File: src/rtl/door_lock_pkg.sv
// rtl/door_lock_pkg.sv - shared types and constants for the door-lock controller
package door_lock_pkg;

  typedef enum logic [1:0] {
    LOCKED   = 2'd0,
    CHECK    = 2'd1,
    UNLOCKED = 2'd2,
    LOCKOUT  = 2'd3
  } lock_state_e;

  localparam logic [3:0] DISP_LOCKED_HI = 4'hE;
  localparam logic [3:0] DISP_OPEN_HI   = 4'h0;
  localparam logic [7:0] DISP_LOCKOUT   = 8'hFF;

  function automatic int unsigned max_u(input int unsigned a, input int unsigned b);
    return (a > b) ? a : b;
  endfunction

endpackage

File: src/rtl/lock_timer.sv
// rtl/lock_timer.sv - loadable down-counter shared by the unlock and lockout windows
module lock_timer #(
  parameter int W = 4
) (
  input  logic         clk,
  input  logic         rst_n,
  input  logic         load,
  input  logic [W-1:0] load_value,
  input  logic         dec,
  output logic         done
);

  logic [W-1:0] cnt;

  // Decrement only while nonzero so the count can never wrap.
  always_ff @(posedge clk or negedge rst_n) begin
    if (!rst_n) begin
      cnt <= '0;
    end else if (load) begin
      cnt <= load_value;
    end else if (dec && (cnt != '0)) begin
      cnt <= cnt - W'(1);
    end
  end

  assign done = (cnt == '0);

endmodule

File: src/rtl/door_lock_controller.sv
// rtl/door_lock_controller.sv - press detect, code compare, timed unlock and attempt lockout
module door_lock_controller
  import door_lock_pkg::*;
#(
  parameter logic [3:0]  PASSWORD       = 4'hA,
  parameter int unsigned MAX_ATTEMPTS   = 3,
  parameter int unsigned UNLOCK_CYCLES  = 50_000_000,
  parameter int unsigned LOCKOUT_CYCLES = 250_000_000
) (
  input  logic       clk,
  input  logic       rst_n,
  input  logic       check_btn,
  input  logic [3:0] password_input,
  output logic       unlock,
  output logic       lockout,
  output logic [3:0] attempts_left,
  output logic [7:0] display_out,
  output logic       busy
);

  localparam int unsigned MAX_CYC = max_u(UNLOCK_CYCLES, LOCKOUT_CYCLES);
  localparam int CNT_W = (MAX_CYC > 1) ? $clog2(MAX_CYC) : 1;
  localparam logic [3:0] ATT_INIT = 4'(MAX_ATTEMPTS);
  localparam logic [4:0] ATT_MAX5 = 5'(MAX_ATTEMPTS);
  localparam logic [CNT_W-1:0] UNLOCK_LOAD  = CNT_W'(UNLOCK_CYCLES - 1);
  localparam logic [CNT_W-1:0] LOCKOUT_LOAD = CNT_W'(LOCKOUT_CYCLES - 1);

  lock_state_e      state, state_n;
  logic             btn_prev;
  logic             press;
  logic [3:0]       pw_q, pw_n;
  logic [3:0]       fail_q, fail_n;
  logic [4:0]       fail_inc;
  logic [3:0]       att_n;
  logic [7:0]       disp_n;
  logic             tmr_load, tmr_dec, tmr_done;
  logic [CNT_W-1:0] tmr_value;

  assign press    = check_btn & ~btn_prev;
  assign fail_inc = {1'b0, fail_q} + 5'd1;

  lock_timer #(.W(CNT_W)) u_timer (
    .clk        (clk),
    .rst_n      (rst_n),
    .load       (tmr_load),
    .load_value (tmr_value),
    .dec        (tmr_dec),
    .done       (tmr_done)
  );

  always_comb begin
    state_n   = state;
    pw_n      = pw_q;
    fail_n    = fail_q;
    att_n     = attempts_left;
    tmr_load  = 1'b0;
    tmr_value = '0;
    tmr_dec   = 1'b0;
    case (state)
      LOCKED: begin
        if (press) begin
          pw_n    = password_input;
          state_n = CHECK;
        end
      end
      CHECK: begin
        if (pw_q == PASSWORD) begin
          state_n   = UNLOCKED;
          fail_n    = 4'd0;
          att_n     = ATT_INIT;
          tmr_load  = 1'b1;
          tmr_value = UNLOCK_LOAD;
        end else if (fail_inc < ATT_MAX5) begin
          state_n = LOCKED;
          fail_n  = fail_inc[3:0];
          att_n   = attempts_left - 4'd1;
        end else begin
          state_n   = LOCKOUT;
          fail_n    = fail_inc[3:0];
          att_n     = 4'd0;
          tmr_load  = 1'b1;
          tmr_value = LOCKOUT_LOAD;
        end
      end
      UNLOCKED: begin
        // A press here only relocks; the entry is not captured.
        if (press || tmr_done) state_n = LOCKED;
        else                   tmr_dec = 1'b1;
      end
      LOCKOUT: begin
        if (tmr_done) begin
          state_n = LOCKED;
          fail_n  = 4'd0;
          att_n   = ATT_INIT;
        end else begin
          tmr_dec = 1'b1;
        end
      end
      default: state_n = LOCKED;
    endcase

    // Outputs are registered from the next-state values to keep them glitch-free.
    case (state_n)
      UNLOCKED: disp_n = {DISP_OPEN_HI, pw_n};
      LOCKOUT:  disp_n = DISP_LOCKOUT;
      default:  disp_n = {DISP_LOCKED_HI, pw_n};
    endcase
  end

  always_ff @(posedge clk or negedge rst_n) begin
    if (!rst_n) begin
      state         <= LOCKED;
      btn_prev      <= 1'b0;
      pw_q          <= 4'd0;
      fail_q        <= 4'd0;
      attempts_left <= ATT_INIT;
      display_out   <= {DISP_LOCKED_HI, 4'd0};
      unlock        <= 1'b0;
      lockout       <= 1'b0;
      busy          <= 1'b0;
    end else begin
      state         <= state_n;
      btn_prev      <= check_btn;
      pw_q          <= pw_n;
      fail_q        <= fail_n;
      attempts_left <= att_n;
      display_out   <= disp_n;
      unlock        <= (state_n == UNLOCKED);
      lockout       <= (state_n == LOCKOUT);
      busy          <= (state_n != LOCKED);
    end
  end

endmodule

File: config.mk
export PLATFORM = sky130hd
export DESIGN_NAME = door_lock_controller
export DESIGN_NICKNAME = d
export VERILOG_FILES = /design/src/rtl/door_lock_pkg.sv /design/src/rtl/lock_timer.sv /design/src/rtl/door_lock_controller.sv
export SDC_FILE = /design/constraint.sdc
export NUM_CORES = 1
export LEC_CHECK = 0
export BUFFER_PORTS_ARGS = -buffer_cell sky130_fd_sc_hd__clkbuf_2
export CORE_MARGIN = 1
export CORE_UTILIZATION = 45
export DETAILED_ROUTE_END_ITERATION = 8
export PLACE_DENSITY_LB_ADDON = 0.15
export SETUP_SLACK_MARGIN = 0.3
export SKIP_LAST_GASP = 1
export SLEW_MARGIN = 20
export SYNTH_ARGS = -nofsm -noshare
export SYNTH_HDL_FRONTEND = slang
export SYNTH_SLANG_ARGS = --single-unit
File: constraint.sdc
create_clock -name clk -period 6.6 [get_ports clk]
set_clock_uncertainty 0.2 [all_clocks]
set_input_delay 1.65 -clock clk [delete_from_list [all_inputs] [get_ports clk]]
set_output_delay 1.65 -clock clk [all_outputs]
set_load 0.01 [all_outputs]
# Word-level counts from Yosys, hierarchy flattened

Index checks and enable logic that the tools add are counted.

Equality and inequality tests: 7
Add/sub/neg operators: 3
Bitwise operators: 2
Reductions and logical operators: 9
Order comparisons: 1
Multiplexer cells: 27

Operators by type and width:

| kind                                                                         | number |
|---|---|
| 28-bit 2-to-1 mux                                                            | 5 |
| 28-bit zero test                                                             | 1 |
| 4-bit 2-to-1 mux                                                             | 7 |
| 28-bit nonzero test                                                          | 1 |
| 28-bit by 1-bit subtractor with 28-bit output, second input constant         | 1 |
| 4-bit case mux with 2 select lines                                           | 2 |
| 8-bit case mux with 2 select lines                                           | 1 |
| 2-bit 2-to-1 mux                                                             | 5 |
| 2-bit equality test, second input constant                                   | 4 |
| 2-bit case mux with 4 select lines                                           | 1 |
| 2-bit nonzero test                                                           | 3 |
| 4-bit by 1-bit adder with 5-bit output, second input constant                | 1 |
| 5-bit by 2-bit less-than comparator with 1-bit output, second input constant | 1 |
| 1-bit 2-to-1 mux                                                             | 5 |
| 4-bit equality test, second input constant                                   | 1 |
| 4-bit by 1-bit subtractor with 4-bit output, second input constant           | 1 |
| 2-bit by 1-bit equality test with 1-bit output, second input constant        | 1 |
| 2-bit zero test                                                              | 1 |
| 2-bit inequality test, second input constant                                 | 1 |
| 1-bit case mux with 2 select lines                                           | 1 |
| 2-bit AND reduction                                                          | 1 |
| 1-bit AND                                                                    | 1 |
| 1-bit logical AND                                                            | 1 |
| 1-bit logical OR                                                             | 1 |
| 1-bit NOT                                                                    | 1 |

Bits of input ports: 7
Output and inout bits: 15
Register bits after elaboration: 54
Word-level logic and storage cells: 59

# Depth between registers and ports, before layout

Word-level depth: 8
Mapped depth: 9
Mapped depth without buffers: 8

# Modules after synthesis

A second synthesis with hierarchy kept.

Cells, all modules: 293
Area, all modules: 2,807.7 um^2

By module, submodules not included:

| module               | instances | cells each | area each (um^2) | sequential area each (um^2) |
|---|---|---|---|---|
| lock_timer           | 1         | 203        | 1,744.2          | 700.7 |
| door_lock_controller | 1         | 90         | 1,063.5          | 579.3 |

# Least setup slack after synthesis

No wires, ideal clock.

Kind: input to register
Start point: input check_btn
End point: register u_timer.cnt[4]
Path buffers: 2
Path slack: 3.233 ns
Data required time: 6.262 ns
Stages on the path: 7
Library setup time: 0.138 ns
Data arrival time: 3.029 ns
Cells stage by stage: or3b_2 and2_1 o31a_1 buf_2 buf_2 a211oi_1 a31oi_1

Cells in the longest elaborated chain, start to end: 6

RTL lines:

| item                               | RTL line                   | RTL |
|---|---|---|
| from (decl)                        | door_lock_controller.sv:12 | `input logic check_btn,` |
| 1-bit AND                          | door_lock_controller.sv:39 | `assign press = check_btn & ~btn_prev;` |
| 1-bit logical OR                   | door_lock_controller.sv:87 | `if (press \|\| tmr_done) state_n = LOCKED;` |
| 1-bit 2-to-1 mux                   | door_lock_controller.sv:87 |  |
| 1-bit case mux with 2 select lines | door_lock_controller.sv:59 | `case (state)` |
| 1-bit logical AND                  | lock_timer.sv:21           | `end else if (dec && (cnt != '0)) begin` |
| 2-bit nonzero test (no line)       | n/a                        |  |
| to (signal assigned)               | lock_timer.sv:20           | `cnt <= load_value;` |
| to (signal assigned)               | lock_timer.sv:22           | `cnt <= cnt - W'(1);` |
| to (decl)                          | lock_timer.sv:13           | `logic [W-1:0] cnt;` |

No other way between the ends.
A chain may end at the register's enable or synchronous reset.

# Worst setup path after layout

Start point: input check_btn
End point: register unlock

Cells in the longest elaborated chain, start to end: 5
Elaborated cells on any way between the ends: 6
Those cells by class: 1 x eq/ne; 3 x mux; 1 x bitwise; 1 x reduce/logical

RTL lines:

| item                                 | RTL line                    | RTL |
|---|---|---|
| 1-bit AND *                          | door_lock_controller.sv:39  |  |
| 1-bit logical OR                     | door_lock_controller.sv:87  |  |
| 2-bit 2-to-1 mux                     | door_lock_controller.sv:87  |  |
| 2-bit case mux with 4 select lines * | door_lock_controller.sv:59  |  |
| named net state_n[1]                 | door_lock_controller.sv:28  | `lock_state_e state, state_n;` |
| 2-bit equality test *                | door_lock_controller.sv:128 | `unlock <= (state_n == UNLOCKED);` |
| to (signal assigned)                 | door_lock_controller.sv:128 |  |
| to (decl)                            | door_lock_controller.sv:14  | `output logic unlock,` |

The timed path passes the listed nets; every way through them passes the cells marked *.

==> impl_metrics.env <==
export IMPL_slew_viol_final=0
export IMPL_rsz0062_at_grt="no"
export IMPL_synth_avg_cell_area_um2=9.92
export IMPL_drc_errors=0
export IMPL_dp_cells=357
export IMPL_clock_power_share_pct=18.5
export IMPL_post_synth_top_area_cell="sky130_fd_sc_hd__dfrtp_1"
export IMPL_yosys_top_cells_area="sky130_fd_sc_hd__dfrtp_1, sky130_fd_sc_hd__nand2_1, sky130_fd_sc_hd__a21oi_1"
export IMPL_max_stage_delay_ns=0.46
export IMPL_track_usage_pct=21.2
export IMPL_cts_hold_fix_buffers=0
export IMPL_leftover_overflow_at_the_end_of_global_routing=0
export IMPL_placement_cell_area_mm2=0.00287
export IMPL_path_delay_family="simple AND/OR/NAND/NOR gates"
export IMPL_netlist_cell_type_count=63
export IMPL_clkSlewWorstSetupHoldPaths_ns=0.10
export IMPL_power_per_cell_area_mw_per_mm2=411
export IMPL_main_combinational_cell_family_by_area_after_synthesis="simple AND/OR/NAND/NOR gates"
export IMPL_post_synth_instance_area_mm2=0.00273
export IMPL_setup_violations=0
export IMPL_vias_per_cell=6.14
export IMPL_grt_pass1_vias=2166
export IMPL_switching_share_pct=41.0
export IMPL_path_buf_inv=2
export IMPL_finish_utilization_pct=52.5
export IMPL_fin_area_mm2=0.00298
export IMPL_grt_start_max_net_pins=52
export IMPL_ioPinCount=22
export IMPL_cts_resized_gates=0
export IMPL_antenna_found_initial=0
export IMPL_die_wd_um=79.9
export IMPL_pwr_share_comb_pct=38.6
export IMPL_synth_largest_type_area_fraction_pct=44.0
export IMPL_critPathKind="in -> reg"
export IMPL_postSynth_asyncResetShare_pct=100
export IMPL_timing_critical_path_depth=7
export IMPL_n_antenna_cell=0
export IMPL_hold_class="reg -> reg"
export IMPL_first_iter_violations=174
export IMPL_totalWireLength_um=6000
export IMPL_hold_path_depth=2
export IMPL_tightest_slew_ns=0.925
export IMPL_crit_slowest_cell="sky130_fd_sc_hd__or3b_2"
export IMPL_finalHoldViolations=0
export IMPL_adder_cell_area_share_of_the_yosys_netlist_pct=1.38
export IMPL_cp_required_ns=6.61
export IMPL_final_instance_count_excl_fill=365
export IMPL_fin_setup_tns_ns=0
export IMPL_slew_headroom_pct=38.3
export IMPL_tritoncts_clock_tree="done"
export IMPL_crit_fanout=19
export IMPL_cts_inserted_buffers=5
export IMPL_longest_clk_path_bufs=2
export IMPL_detail_route_antenna_nets=0
export IMPL_pleak_nw=1.21
export IMPL_finalNetCount=302
export IMPL_post_cts_setup_buffers=0
export IMPL_synth_main_ff_cell="sky130_fd_sc_hd__dfrtp_1"
export IMPL_wire_per_inst_um=16.4
export IMPL_ys_warn_count=0
export IMPL_final_estimated_routing_congestion_in_global_placement=0.811
export IMPL_die_h_um=79.9
export IMPL_iteration_count_of_the_initial_detailed_routing_pass=4
export IMPL_area_growth_synth_to_final_pct=9.27
export IMPL_hpwlAfterDp_um=4130
export IMPL_critical_path_endpoint_type="register"
export IMPL_design_core_area_mm2=0.00568
export IMPL_ir_worst_vdd_uv=275
export IMPL_finalCritPeriodShare_pct=50.5
export IMPL_compound_gate_portion_of_the_synthesized_area_pct=21.1
export IMPL_cts_htree_levels=2
export IMPL_numClockSinks=51
export IMPL_worstSkewPairLatency_ns=0.31
export IMPL_maxCapViolations=0
export IMPL_netlist_instances=275
export IMPL_worst_ep_arrival_time_ns=3.34
export IMPL_synth_simple_gate_area_share_pct=25.3
export IMPL_ordered_list_of_cells_on_the_worst_path="clkbuf_2 -> or3b_2 -> and2_1 -> o31a_1 -> nor2_1 -> inv_1 -> and3_1"
export IMPL_synth_enable_flop_cells=0
export IMPL_seq_power_share_pct=42.9
export IMPL_initial_utilization_pct=48.1
export IMPL_run_status="finished, final reports clean"
export IMPL_synth_most_common_cell="sky130_fd_sc_hd__dfrtp_1"
export IMPL_p_switching_w=0.000502
export IMPL_ctsRootBufferMaster="sky130_fd_sc_hd__clkbuf_8"
export IMPL_wire_length_of_the_first_global_routing_pass_um=10500
export IMPL_synth_xor_area_share_pct=0.642
export IMPL_synth_seq_area_share_pct=46.9
export IMPL_worstRegToRegCells=7
export IMPL_internal_power_w=0.000723
export IMPL_routed_via_count=2241
export IMPL_cp_start_kind="input pin"
export IMPL_count_of_state_elements_after_synthesis=51
export IMPL_std_cell_rows=27
export IMPL_mappedNetlistNets=285
export IMPL_synth_top_cells_by_count="sky130_fd_sc_hd__dfrtp_1, sky130_fd_sc_hd__nand2_1, sky130_fd_sc_hd__a21oi_1"
export IMPL_layout_drive_gt1_share_pct=16.7
export IMPL_die_area_mm2=0.00638
export IMPL_timing_fmax_mhz=300
export IMPL_final_min_clock_period_ns=3.33
export IMPL_number_of_buffers_inserted_by_port_buffering=21
export IMPL_synth_area_mux_share_pct=0.367
[path summary, 6_finish.rpt]
kind                           startpoint  slack (ns)        endpoint
max                             check_btn        3.27          unlock
min                               pw_q[1]        0.31         pw_q[1]
max reg2reg                u_timer.cnt[0]        3.61  u_timer.cnt[5]
min reg2reg                       pw_q[1]        0.31         pw_q[1]
max in group asynchronous           rst_n        4.52  display_out[1]
min in group asynchronous           rst_n        1.24  u_timer.cnt[0]
[per-layer routing]
layer | global-route usage (%) | routed length, µm | up-vias
met5 | 0 | 0 | -
met4 | 5.71 | 71 | 0
met3 | 3.77 | 168 | 9
met2 | 33.6 | 2740 | 38
met1 | 29.8 | 3010 | 1109
li1 | - | - | 1085
[layout make-up]
cell class,instances,area [µm²]
inverter,10,37.5
fill,541,2700
tap,72,90.1
timing repair buffer,24,128
multi-input combinational,200,1330
clock buffer,5,68.8
clock inverter,3,46.3
sequential,51,1280
[logic make-up (layout without fill, tap and decap cells)]
kind of cell / count (synthesis) / in the layout
adders and majority gates: 3 / 3
AOI/OAI and AO/OA: 78 / 78
buffers and inverters: 24 / 42
muxes: 1 / 1
and+or+nand+nor: 116 / 116
xor gates and xnor gates: 2 / 2
DFF: 51 / 51
[through the flow]
step	total power [W]	hold slack, ns	setup WS (ns)
global route	0.00133	0.344	3.14
detailed placement	0.00101	0.289	2.91
floorplan	0.000872	0.257	3.23
finish	0.00122	0.311	3.27
global placement	0.000992	0.281	2.99
CTS	0.00123	0.313	3.27
[worst register-to-register path, stage by stage (launching register included)]
cell	delay, ns
sky130_fd_sc_hd__dfrtp_1	0.44
sky130_fd_sc_hd__inv_1	0.08
sky130_fd_sc_hd__ha_1	0.19
sky130_fd_sc_hd__nor3b_2	0.39
sky130_fd_sc_hd__nand4_1	0.29
sky130_fd_sc_hd__o31ai_4	0.82
sky130_fd_sc_hd__nor4_1	0.09
sky130_fd_sc_hd__or3_1	0.37
[registers in the layout, indices dropped and copies added, names as in the netlist]
register	count
attempts_left	4
lockout	1
u_timer.cnt	28
busy	1
unlock	1
btn_prev	1
display_out	5
fail_q	4
pw_q	4
state	2
[cells in the final DEF, fill, tap and decap left out, types with 3 or more instances in the layout]
cell	instances
sky130_fd_sc_hd__dfrtp_1	48
sky130_fd_sc_hd__nand2_1	23
sky130_fd_sc_hd__clkbuf_2	21
sky130_fd_sc_hd__a21oi_1	16
sky130_fd_sc_hd__nor3_1	15
sky130_fd_sc_hd__or3_1	12
sky130_fd_sc_hd__a31oi_1	11
sky130_fd_sc_hd__inv_1	10
sky130_fd_sc_hd__nor2_1	8
sky130_fd_sc_hd__nand3_1	8
sky130_fd_sc_hd__o31ai_1	7
sky130_fd_sc_hd__or4_1	7
sky130_fd_sc_hd__nor4_1	7
sky130_fd_sc_hd__o22a_1	6
sky130_fd_sc_hd__and2_1	5
sky130_fd_sc_hd__clkbuf_8	5
sky130_fd_sc_hd__nand2b_1	4
sky130_fd_sc_hd__a311o_1	4
sky130_fd_sc_hd__o41ai_1	4
sky130_fd_sc_hd__o21ai_0	4
sky130_fd_sc_hd__nand4_1	3
sky130_fd_sc_hd__nor2b_1	3
sky130_fd_sc_hd__and3_1	3
sky130_fd_sc_hd__o21a_1	3
sky130_fd_sc_hd__o211ai_1	3
sky130_fd_sc_hd__ha_1	3
sky130_fd_sc_hd__dfstp_2	3
sky130_fd_sc_hd__buf_4	3
[power by group through the flow]
stage / clock (W) / combinational (W) / sequential (W)
5_1_grt: 0.000243 / 0.000538 / 0.000544
6_report: 0.000227 / 0.000472 / 0.000526
4_1_cts: 0.000231 / 0.000478 / 0.000524
2_1_floorplan: 0 / 0.000359 / 0.000512
3_3_place_gp: 0 / 0.000465 / 0.000527
3_5_place_dp: 0 / 0.000476 / 0.000529
Note: power is estimated with default switching activity, not from simulation.
